--- src/rtl/add32_pkg.sv ---
// add32_pkg: shared sizing for the 32-bit carry-lookahead adder.
//   ADD32_WIDTH : default operand width
//   ADD32_BLK   : default lookahead group width
//   NGRP        : number of lookahead groups at the default sizing
package add32_pkg;

  localparam int ADD32_WIDTH = 32;
  localparam int ADD32_BLK   = 4;
  localparam int NGRP        = ADD32_WIDTH / ADD32_BLK;

endpackage : add32_pkg

--- src/rtl/add32_cla4.sv ---
// cla4: one BLK-bit carry-lookahead group.
// Ports:
//   a, b  : group operand slices
//   cin   : carry into the group
//   sum   : group sum bits
//   G, P  : group generate / propagate, independent of cin
module cla4
  import add32_pkg::*;
#(
  parameter int BLK = ADD32_BLK
) (
  input  logic [BLK-1:0] a,
  input  logic [BLK-1:0] b,
  input  logic           cin,
  output logic [BLK-1:0] sum,
  output logic           G,
  output logic           P
);

  logic [BLK-1:0] g;
  logic [BLK-1:0] p;
  logic [BLK-1:0] c;
  logic           gg;

  assign g = a & b;
  assign p = a ^ b;
  assign P = &p;

  // G and P are kept in a process that never reads cin, so the group
  // lookahead above this module has no path back through the carries.
  always_comb begin
    gg = 1'b0;
    for (int i = 0; i < BLK; i++) begin
      gg = g[i] | (p[i] & gg);
    end
    G = gg;
  end

  // Intra-group carries; the loop unrolls into flat sum-of-products terms
  // of g, p and cin for a small group.
  always_comb begin
    c    = '0;
    c[0] = cin;
    for (int i = 1; i < BLK; i++) begin
      c[i] = g[i-1] | (p[i-1] & c[i-1]);
    end
    sum = p ^ c;
  end

endmodule : cla4

--- src/rtl/add32.sv ---
// add32: two-level carry-lookahead adder with a registered result stage.
// Ports:
//   CLK      : rising-edge clock for the registered outputs
//   RSTb     : synchronous, active-high reset of the registered outputs
//   i_a, i_b : operands (unsigned or two's complement)
//   i_c      : carry-in
//   o_sum    : combinational sum of i_a + i_b + i_c
//   o_c      : combinational carry-out
//   o_sum_q  : o_sum registered
//   o_c_q    : o_c registered
//   o_ovf_q  : registered signed-overflow flag
//   o_zero_q : registered flag, high when the registered sum is zero
module add32
  import add32_pkg::*;
#(
  parameter int WIDTH = ADD32_WIDTH,
  parameter int BLK   = ADD32_BLK
) (
  input  logic             CLK,
  input  logic             RSTb,
  input  logic [WIDTH-1:0] i_a,
  input  logic [WIDTH-1:0] i_b,
  input  logic             i_c,
  output logic [WIDTH-1:0] o_sum,
  output logic             o_c,
  output logic [WIDTH-1:0] o_sum_q,
  output logic             o_c_q,
  output logic             o_ovf_q,
  output logic             o_zero_q
);

  localparam int NG = WIDTH / BLK;

  logic [NG-1:0] grp_g;
  logic [NG-1:0] grp_p;
  logic [NG:0]   grp_c;
  logic          ovf;
  logic          zero;

  // Signed overflow: like-signed operands producing a differently signed sum.
  function automatic logic signed_ovf(input logic a_msb, input logic b_msb,
                                      input logic s_msb);
    return (a_msb == b_msb) && (s_msb != a_msb);
  endfunction

  // Stage 0: per-group lookahead blocks.
  for (genvar k = 0; k < NG; k++) begin : g_grp
    cla4 #(
      .BLK (BLK)
    ) u_cla (
      .a   (i_a[k*BLK +: BLK]),
      .b   (i_b[k*BLK +: BLK]),
      .cin (grp_c[k]),
      .sum (o_sum[k*BLK +: BLK]),
      .G   (grp_g[k]),
      .P   (grp_p[k])
    );
  end

  // Second lookahead level: group carry-ins from the carry-in and group G/P.
  always_comb begin
    grp_c    = '0;
    grp_c[0] = i_c;
    for (int k = 0; k < NG; k++) begin
      grp_c[k+1] = grp_g[k] | (grp_p[k] & grp_c[k]);
    end
  end

  assign o_c  = grp_c[NG];
  assign ovf  = signed_ovf(i_a[WIDTH-1], i_b[WIDTH-1], o_sum[WIDTH-1]);
  assign zero = (o_sum == '0);

  // Stage 1: registered result; reset wins over capture.
  always_ff @(posedge CLK) begin
    if (RSTb) begin
      o_sum_q  <= '0;
      o_c_q    <= 1'b0;
      o_ovf_q  <= 1'b0;
      o_zero_q <= 1'b0;
    end else begin
      o_sum_q  <= o_sum;
      o_c_q    <= o_c;
      o_ovf_q  <= ovf;
      o_zero_q <= zero;
    end
  end

endmodule : add32

--- config.mk ---
export PLATFORM = sky130hd
export DESIGN_NAME = add32
export DESIGN_NICKNAME = d
export VERILOG_FILES = /design/src/rtl/add32_pkg.sv /design/src/rtl/add32_cla4.sv /design/src/rtl/add32.sv
export SDC_FILE = /design/constraint.sdc
export NUM_CORES = 1
export LEC_CHECK = 0
export ABC_CLOCK_PERIOD_IN_PS = 4200
export BUFFER_PORTS_ARGS = -buffer_cell sky130_fd_sc_hd__buf_2
export CAP_MARGIN = 20
export CELL_PAD_IN_SITES_DETAIL_PLACEMENT = 0
export CELL_PAD_IN_SITES_GLOBAL_PLACEMENT = 1
export CORE_MARGIN = 5
export CORE_UTILIZATION = 31
export CTS_BUF_LIST = sky130_fd_sc_hd__clkbuf_4 sky130_fd_sc_hd__clkbuf_8
export DETAILED_ROUTE_END_ITERATION = 7
export PLACE_DENSITY_LB_ADDON = 0.1
export SLEW_MARGIN = 20
export SYNTH_ARGS = -nofsm -noshare
export SYNTH_HDL_FRONTEND = slang
export SYNTH_SLANG_ARGS = --single-unit
--- constraint.sdc ---
create_clock -name CLK -period 4.2 [get_ports CLK]
set_input_delay 0.42 -clock CLK [delete_from_list [all_inputs] [get_ports CLK]]
set_output_delay 0.42 -clock CLK [all_outputs]
set_load 0.005 [all_outputs]
After elaboration in Yosys (flattened, before gate mapping)
Cells that the tools add are included.
{"block": "totals", "regBits": 35, "latch_bits": 0, "mem_bits_rw": 0, "romBits": 0, "inputBits": 67, "output_inout_bits": 68, "elab_cells": 152, "mem_count": 0}
{"block": "op_classes", "addsub": 0, "mul": 0, "n_div": 0, "n_lt_le_gt_ge": 0, "n_eq_ne": 2, "shift": 0, "n_mux": 0, "bitwise_logic": 136, "reduce_logical": 10}
{"cell": "$xor A4 B4 Y4", "n": 16}
{"cell": "$and A1 B1 Y1", "n": 56}
{"cell": "$or A1 B1 Y1", "n": 56}
{"cell": "$and A4 B4 Y4", "n": 8}
{"cell": "$logic_not A32 Y1", "n": 1}
{"cell": "$reduce_and A4 Y1", "n": 8}
{"cell": "$eq A1 B1 Y1", "n": 1}
{"cell": "$logic_and A1 B1 Y1", "n": 1}
{"cell": "$ne A1 B1 Y1", "n": 1}

Logic depth before layout (Yosys ltp)
Gate-level depths: netlist of the first run.
{"block": "logic_depth", "ltp_word": 29, "depth_mapped": 13, "ltp_nobuf": 13}

Hierarchy
Synthesis of the first run repeated with hierarchy kept, for this count alone.
{"block": "hier_totals", "hier_cells": 254, "area_unflattened_um2": 2476.1}
{"module": "cla4", "instances": 8, "cells_per_inst": 18, "area_per_inst_um2": 165.2, "seq_area_each_um2": 0.0}
{"module": "add32", "instances": 1, "cells_per_inst": 110, "area_per_inst_um2": 1154.9, "seq_area_each_um2": 700.7}

Worst setup path before layout of the first run
Ideal clock, no wire load.
{"block": "synth_timing", "kind": "input-to-reg", "startpoint": "input port i_a[5]", "endpoint": "register o_zero_q", "setup_time_ns": 0.092, "arrival_time_ns": 3.349, "required_ns": 4.108, "setup_slack_ns": 0.759, "stages": 13, "path_buffers": 0, "cell_sequence": "ha_1 a21oi_1 nor2_1 a211oi_1 o21ai_0 nor2_1 inv_1 fa_1 fa_1 fa_1 nor4_1 nand4_1 nor4_1"}
{"block": "synth_via", "elab_cells_between_ends": 69, "classes_between": "bitwise (67); reduce/logical (2)"}
{"item": "from (decl)", "line": "add32.sv:21", "source": "input logic [WIDTH-1:0] i_a,"}
{"item": "$xor A4 B4 Y4", "line": "add32_cla4.sv:26", "source": "assign p = a ^ b;"}
{"item": "$and A1 B1 Y1", "line": "add32_cla4.sv:34", "source": "gg = g[i] | (p[i] & gg);"}
{"item": "$or A1 B1 Y1", "line": "add32_cla4.sv:34"}
{"item": "$and A1 B1 Y1", "line": "add32_cla4.sv:34"}
{"item": "$or A1 B1 Y1", "line": "add32_cla4.sv:34"}
{"item": "$and A1 B1 Y1", "line": "add32_cla4.sv:34"}
{"item": "$or A1 B1 Y1", "line": "add32_cla4.sv:34"}
{"item": "$or A1 B1 Y1 *", "line": "add32.sv:65", "source": "grp_c[k+1] = grp_g[k] | (grp_p[k] & grp_c[k]);"}
{"item": "[3 not listed]"}
{"item": "$or A1 B1 Y1 *", "line": "add32.sv:65"}
{"item": "$and A1 B1 Y1 *", "line": "add32_cla4.sv:45", "source": "c[i] = g[i-1] | (p[i-1] & c[i-1]);"}
{"item": "$or A1 B1 Y1 *", "line": "add32_cla4.sv:45"}
{"item": "$and A1 B1 Y1 *", "line": "add32_cla4.sv:45"}
{"item": "$or A1 B1 Y1 *", "line": "add32_cla4.sv:45"}
{"item": "$xor A4 B4 Y4 *", "line": "add32_cla4.sv:47", "source": "sum = p ^ c;"}
{"item": "named net o_sum[18]", "line": "add32.sv:24", "source": "output logic [WIDTH-1:0] o_sum,"}
{"item": "$logic_not A32 Y1 *", "line": "add32.sv:71", "source": "assign zero = (o_sum == '0);"}
{"item": "to (signal assigned)", "line": "add32.sv:84", "source": "o_zero_q <= zero;"}
{"item": "to (decl)", "line": "add32.sv:29", "source": "output logic o_zero_q"}
The timed path passes the listed nets; every way through them passes the cells marked *.
A chain may end at the register's enable or synchronous reset.

Final worst setup path of the first run
{"block": "layout_timing", "startpoint": "input port i_a[2]", "endpoint": "output port o_sum[15]"}
{"block": "layout_via", "elab_chain_len": 17, "elab_cells_between_ends": 20, "classes_between": "bitwise (19); reduce/logical (1)"}
{"item": "$xor A4 B4 Y4", "line": "add32_cla4.sv:26"}
{"item": "$and A1 B1 Y1", "line": "add32_cla4.sv:34"}
{"item": "$or A1 B1 Y1", "line": "add32_cla4.sv:34"}
{"item": "$and A1 B1 Y1", "line": "add32_cla4.sv:34"}
{"item": "$or A1 B1 Y1", "line": "add32_cla4.sv:34"}
{"item": "$or A1 B1 Y1 *", "line": "add32.sv:65"}
{"item": "$and A1 B1 Y1 *", "line": "add32.sv:65"}
{"item": "$or A1 B1 Y1 *", "line": "add32.sv:65"}
{"item": "$and A1 B1 Y1 *", "line": "add32.sv:65"}
{"item": "$or A1 B1 Y1 *", "line": "add32.sv:65"}
{"item": "$and A1 B1 Y1 *", "line": "add32_cla4.sv:45"}
{"item": "$or A1 B1 Y1 *", "line": "add32_cla4.sv:45"}
{"item": "$and A1 B1 Y1 *", "line": "add32_cla4.sv:45"}
{"item": "$or A1 B1 Y1 *", "line": "add32_cla4.sv:45"}
{"item": "$and A1 B1 Y1 *", "line": "add32_cla4.sv:45"}
{"item": "$or A1 B1 Y1 *", "line": "add32_cla4.sv:45"}
{"item": "$xor A4 B4 Y4 *", "line": "add32_cla4.sv:47"}
{"item": "to (decl)", "line": "add32.sv:24"}
Every way passes the cells marked *; elsewhere a longest branch is shown, timed or not.

==> impl_metrics.toml, run 1 <==
[run_status]
run_status = "finished, final reports clean"

[sta]
fin_crit_ps = 3938
slew_headroom_pct = 56.23
hold_viol = 0
maxSlewViolCount = 0
tightest_slew_ps = 656.5
finalWorstSetupSlack_ps = 261.9
final-setup-viol-count = 0
grt_setup_unrepaired = "no"
fin_crit_sh_pct = 93.77
fin_hold_ws_ps = 412.4
clock.fmax_ghz = 0.2539
setup_tns_ps = 0

[critical_path]
setup.worst_path.start = "i_a[2]"
cp.arrival_ps = 3520
crit_path_top_delay_cell = "fa_1"
worstPathRequired_ps = 3780
critical_path.cell_chain = "buf_2 > ha_1 > a21oi_1 > o22ai_1 > nor2_1 > o21ai_0 > a21o_1 > fa_1 > fa_1 > fa_1 > xnor2_1 > inv_1 > buf_2"
cp-start-kind = "input pin"
crit_type = "input pin to output pin"
cp_common_cell = "fa_1"
critPathTopFamily = "adder cells"
crit_path_end_kind = "output pin"
cp_num_buf_inv = 3
slowest_delay_ps = 390
worst-path-max-fanout = 3

[global_route]
grt_max_degree = 36
grt_overflow = 0
grt_pass1_wl_um = 11350
track_usage_pct = 14.86
antenna_found_initial = 1
grt_pass1_vias = 2333

[clock_tree]
root_buffer = "clkbuf_8"
htreeDepth = 2
cts_hold_buf = 0
cts_sinks = 35
cts_tree = "built"
cts_made_buffers = 5
clock_path_buffers = 2
cts_setup_buffers = 0
clkTransAtPathRegs_ps = 80

[detailed_routing]
top_layer_used = "met5"
wl_met3_um = 695
ant_nets = 0
first_pass_iters = 4
vias = 2103
drt_iter0_markers = 39
wl_met1_um = 2939
wire_per_inst_um = 14.55
drc_errors = 0
wl_met2_um = 3206
wl_um = 6867
via_per_inst = 4.456

[floorplan]
die_w_um = 96.88
die_h_um = 96.88
die-area_um2 = 9385
initial_utilization_pct = 32.09
ios = 135
core_area_um2 = 7292
rows = 31

[power_and_ir_drop]
swShare_pct = 32.53
power_density_nw_per_um2 = 351.3
p_seq_share_pct = 33.7
power.switching_mw = 0.3740
p_int_mw = 0.7758
clkPwrFrac_pct = 26.6
pwr-share-comb_pct = 39.6
peakVddDrop_mv = 0.1755
leakage_nw = 1.671

[logic_synthesis]
synth_edf_count = 0
synth_fp_nets = 353
synth_ff_type = "dfxtp_1"
yosysSeqAreaShare_pct = 29.95
synth_area_um2 = 2340
ys_types = 27
yosysWarnings = 0
ys_seq_elements = 35
avgSynthCellArea_um2 = 10.17
synthArstFlopShare_pct = 0
postSynthCellCount = 230

[layout]
nNetsFinal = 495
layout-drive-gt1-share_pct = 40.48
diodes = 0
syn_to_final_growth_pct = 39.89
multi_input_area_um2 = 1560
fin_cells = 472
regArea_um2 = 700.7
fillers = 783
stdcell_area_um2 = 3273

[place]
port_buffers = 134
gp_congestion = 0.7940
placed_cell_area_um2 = 3153
hpwlAfterDp_um = 6029
place_ws_ps = 139.8
dp_cells = 464

[hold_path]
hold_path_depth = 3
hold_class = "input pin to flop"
min-delay-start = "i_a[31]"
hold-path-endpoint = "o_ovf_q"

[job]
maxCapViolCount = 0
[final cells by class]
cell class                 instances  area share (%)
clock inverter                     3           1.338
sequential                        35           21.41
timing repair buffer             138           21.41
multi-input combinational        172           47.67
tap                               99           3.784
inverter                          20           2.294
clock buffer                       5           2.102
[layer usage]
metal | track usage (%) | vias to the layer above
li1 | - | 1064
met1 | 18.41 | 952
met2 | 24.47 | 81
met3 | 6.187 | 4
met4 | 2.592 | 2
met5 | 0 | -
[cells by family (layout without fill, tap and decap cells)]
kind of cell / after synthesis / in the layout / synth area share, %
compound gates: 35 / 35 / 9.519
xor+xnor: 9 / 9 / 3.369
fa+ha+maj: 56 / 56 / 37.65
buf+inv: 23 / 166 / 3.690
flops: 35 / 35 / 29.95
simple gates: 72 / 72 / 15.83
[cell usage in the layout (no fill, tap or decap), types with 3 or more instances in the layout]
master	n
nor3_1	3
clkbuf_8	5
xnor2_1	8
buf_4	4
ha_1	32
inv_1	20
a211oi_1	3
nor2b_1	22
fa_1	24
o21ai_0	6
nand2_1	10
a21oi_1	15
buf_2	134
dfxtp_1	35
nand4_1	7
nor2_1	21
nor4_1	6
[stage by stage]
stage / util, % / power, mW
floorplan: - / 0.6261
global placement: 43.24 / 0.8612
detailed placement: 43.24 / 0.8613
CTS: 44.78 / 1.172
global route: 44.89 / 1.241
finish: 44.89 / 1.150
[cell usage after synthesis, types with 2 or more instances]
cell,count,area [µm²]
xnor2_1,9,78.83
ha_1,32,400.4
dfxtp_1,35,700.7
o21ai_0,6,30.03
a211oi_1,3,22.52
nor3_1,3,15.01
nor4_1,6,37.54
inv_1,20,75.07
nor2_1,21,78.83
fa_1,24,480.5
a21oi_1,15,75.07
o21bai_1,2,15.01
clkbuf_1,3,11.26
nor2b_1,22,137.6
nand2_1,10,37.54
nand3_1,2,10.01
nand4_1,7,43.79
[what timing repair did]
action	in CTS	in global routing
hold endpoints to repair	0	0
resized for setup	0	1
setup endpoints to repair	0	1
[worst max path at each step]
stage / to / slack [ps] / cells after the start
after global routing: o_sum[27] / 40 / 15
after CTS: o_sum[27] / 170 / 15
after detailed placement: o_zero_q / 140 / 15
final: o_sum[15] / 260 / 13
after global placement: o_zero_q / 180 / 15
after floorplan: o_zero_q / 760 / 13
[flip-flops by register name (all words and copies together) (netlist names)]
| name | count |
|---|---|
| o_ovf_q | 1 |
| o_c_q | 1 |
| o_zero_q | 1 |
| o_sum_q | 32 |
[power by group through the flow]
| stage | Clock [mW] | Combinational, mW | Sequential [mW] |
|---|---|---|---|
| 2_1_floorplan | 0 | 0.225 | 0.401 |
| 3_3_place_gp | 0 | 0.466 | 0.395 |
| 3_5_place_dp | 0 | 0.465 | 0.396 |
| 4_1_cts | 0.316 | 0.467 | 0.389 |
| 5_1_grt | 0.328 | 0.519 | 0.393 |
| 6_report | 0.306 | 0.456 | 0.388 |
(Power assumes the default switching activity.)
==> inputs of run 2 (changes only) <==
Settings changed: ABC_AREA set to 1.
==> run 2 against run 1 <==
Against the previous run: non-clock buffer count is 4 lower; highest routed layer is now met4; critical endpoint is now o_sum[31]; sequential share of layout area is 0.073 points lower; area after synthesis is 1.2% higher; worst hold slack better by 27 ps; sequential cell count stayed put; critical path type unchanged; largest power group unchanged; worst setup slack better by 14 ps; via count hardly changed; die area is 1.1% higher.
==> impl_metrics.toml, run 2 <==
[floorplan]
initial_utilization_pct = 32.31
die_h_um = 97.41
core_area_um2 = 7331
die_w_um = 97.41
ios = 135
rows = 31
die-area_um2 = 9489

[layout]
stdcell_area_um2 = 3284
fin_cells = 493
final_common_cell = "buf_2"
largest_reg_flops = 32
nNetsFinal = 516
mostFrequentLayoutCells = "buf_2, inv_1, nor2_1"
diodes = 0
top_register = "o_sum_q"
syn_to_final_growth_pct = 38.67
final_util_pct = 44.80
layout-drive-gt1-share_pct = 40.10

[critical_path]
cp.arrival_ps = 3500
worst-path-max-fanout = 3
crit_path_end_kind = "output pin"
worstPathRequired_ps = 3780
crit_type = "input pin to output pin"
setup.worst_path.start = "i_a[1]"
cp-start-kind = "input pin"

[logic_synthesis]
synth_edf_count = 0
yosys-top-cells-area = "dfxtp_1, fa_1, ha_1"
synth_fp_nets = 379
ys_top_cells_by_count = "inv_1, nor2_1, dfxtp_1"
synth_most_common_cell = "inv_1"
yosysWarnings = 0
postSynthCellCount = 256
synthArstFlopShare_pct = 0
ys_types = 18
synth_area_um2 = 2369
yosysSeqAreaShare_pct = 29.58
ys_seq_elements = 35
yosysTopAreaCell = "dfxtp_1"
synth_ff_type = "dfxtp_1"
avgSynthCellArea_um2 = 9.252
yosysTopAreaCellShare_pct = 29.58

[global_route]
track_usage_pct = 13.03
grt_pass1_vias = 2220
grt_max_degree = 36
antenna_found_initial = 0
grt_overflow = 0
grt_pass1_wl_um = 10210

[clock_tree]
root_buffer = "clkbuf_8"
cts_setup_buffers = 0
cts_sinks = 35
cts_resized = 0
clock_path_buffers = 2
cts_made_buffers = 5
htreeDepth = 2
cts_tree = "built"
clkTransAtPathRegs_ps = 80
cts_hold_buf = 0

[sta]
hold_viol = 0
fin_crit_ps = 3924
maxSlewViolCount = 0
tightest_slew_ps = 657.8
fin_hold_ws_ps = 439.6
grt_setup_unrepaired = "no"
clock.fmax_ghz = 0.2548
setup_tns_ps = 0
finalWorstSetupSlack_ps = 275.6
final-setup-viol-count = 0
slew_headroom_pct = 56.14
fin_crit_sh_pct = 93.44

[power_and_ir_drop]
total_power_mw = 1.171
power_density_nw_per_um2 = 356.6
peakVddDrop_mv = 0.1864
leakage_nw = 1.818

[detailed_routing]
vias = 2101
first_pass_iters = 4
wire_per_inst_um = 12.52
wl_um = 6171
drt_iter0_markers = 36
drc_errors = 0
ant_nets = 0
via_per_inst = 4.262

[hold_path]
hold_class = "input pin to flop"
hold_path_depth = 3
min-delay-start = "i_a[31]"

[place]
dp_cells = 485
gp_congestion = 0.7847
hpwlAfterDp_um = 5500
placed_cell_area_um2 = 3148
place_ws_ps = 249.9
port_buffers = 134

[job]
maxCapViolCount = 0

[run_status]
run_status = "finished, final reports clean"
-- run 2: changes by cell type after synthesis, moves of 4 or more --
cell	before	now
inv_1	20	40
nand3_1	2	6
o21ai_0	6	0
nor2_1	21	38
nand2_2	0	14
xor2_1	0	8
nor2b_1	22	0
xnor2_1	9	1
nand2_1	10	22
-- run 2: logic make-up after synthesis --
logic type               after synthesis  share of synthesized area (%)
AO/OA/AOI/OAI                         20                          4.807
AND/OR/NAND/NOR                       92                          18.12
flip-flops                            35                          29.58
adder cells (fa/ha/maj)               56                          37.19
XOR/XNOR                               9                          3.328
buffers and inverters                 44                          6.973
-- run 2: layout make-up --
| type | instances | area, µm² |
|---|---|---|
| clock buffer | 5 | 68.82 |
| clock inverter | 3 | 67.56 |
| fill | 763 | 4046 |
| inverter | 40 | 150.1 |
| multi-input combinational | 177 | 1503 |
| sequential | 35 | 700.7 |
| tap | 99 | 123.9 |
| timing repair buffer | 134 | 670.6 |
-- run 2: routing by layer --
layer | GRT usage (%) | wire [µm]
met1 | 15.96 | 2682
met2 | 22.56 | 2968
met3 | 4.092 | 492
met4 | 2.556 | 27
met5 | 0 | 0
-- run 2: path summary, 6_finish.rpt --
check,endpoint,slack (ps)
max,o_sum[31],280
min,o_ovf_q,440
-- run 2: report_power, final --
| part | leakage (nW) | total (mW) | switching, mW | internal (mW) |
|---|---|---|---|---|
| logic | 1.46 | 0.423 | 0.229 | 0.194 |
| registers | 0.291 | 0.386 | 0.0109 | 0.375 |
| clock network | 0.0644 | 0.362 | 0.125 | 0.237 |
| total | 1.82 | 1.17 | 0.365 | 0.806 |
-- run 2: critical path, cell delays in order --
cell	delay, ps
buf_2	110
ha_1	300
nand2_1	80
nand3_1	70
nand2_1	70
nand2_2	70
nand2_2	70
nand2_2	60
nand2_2	60
nand2_2	60
nand2_2	60
nand2_2	60
nand2_2	60
nand2_2	60
nand2_2	60
nand2_2	70
nand2_2	70
nand2_2	60
fa_1	390
fa_1	400
fa_1	430
xor2_1	240
buf_2	170
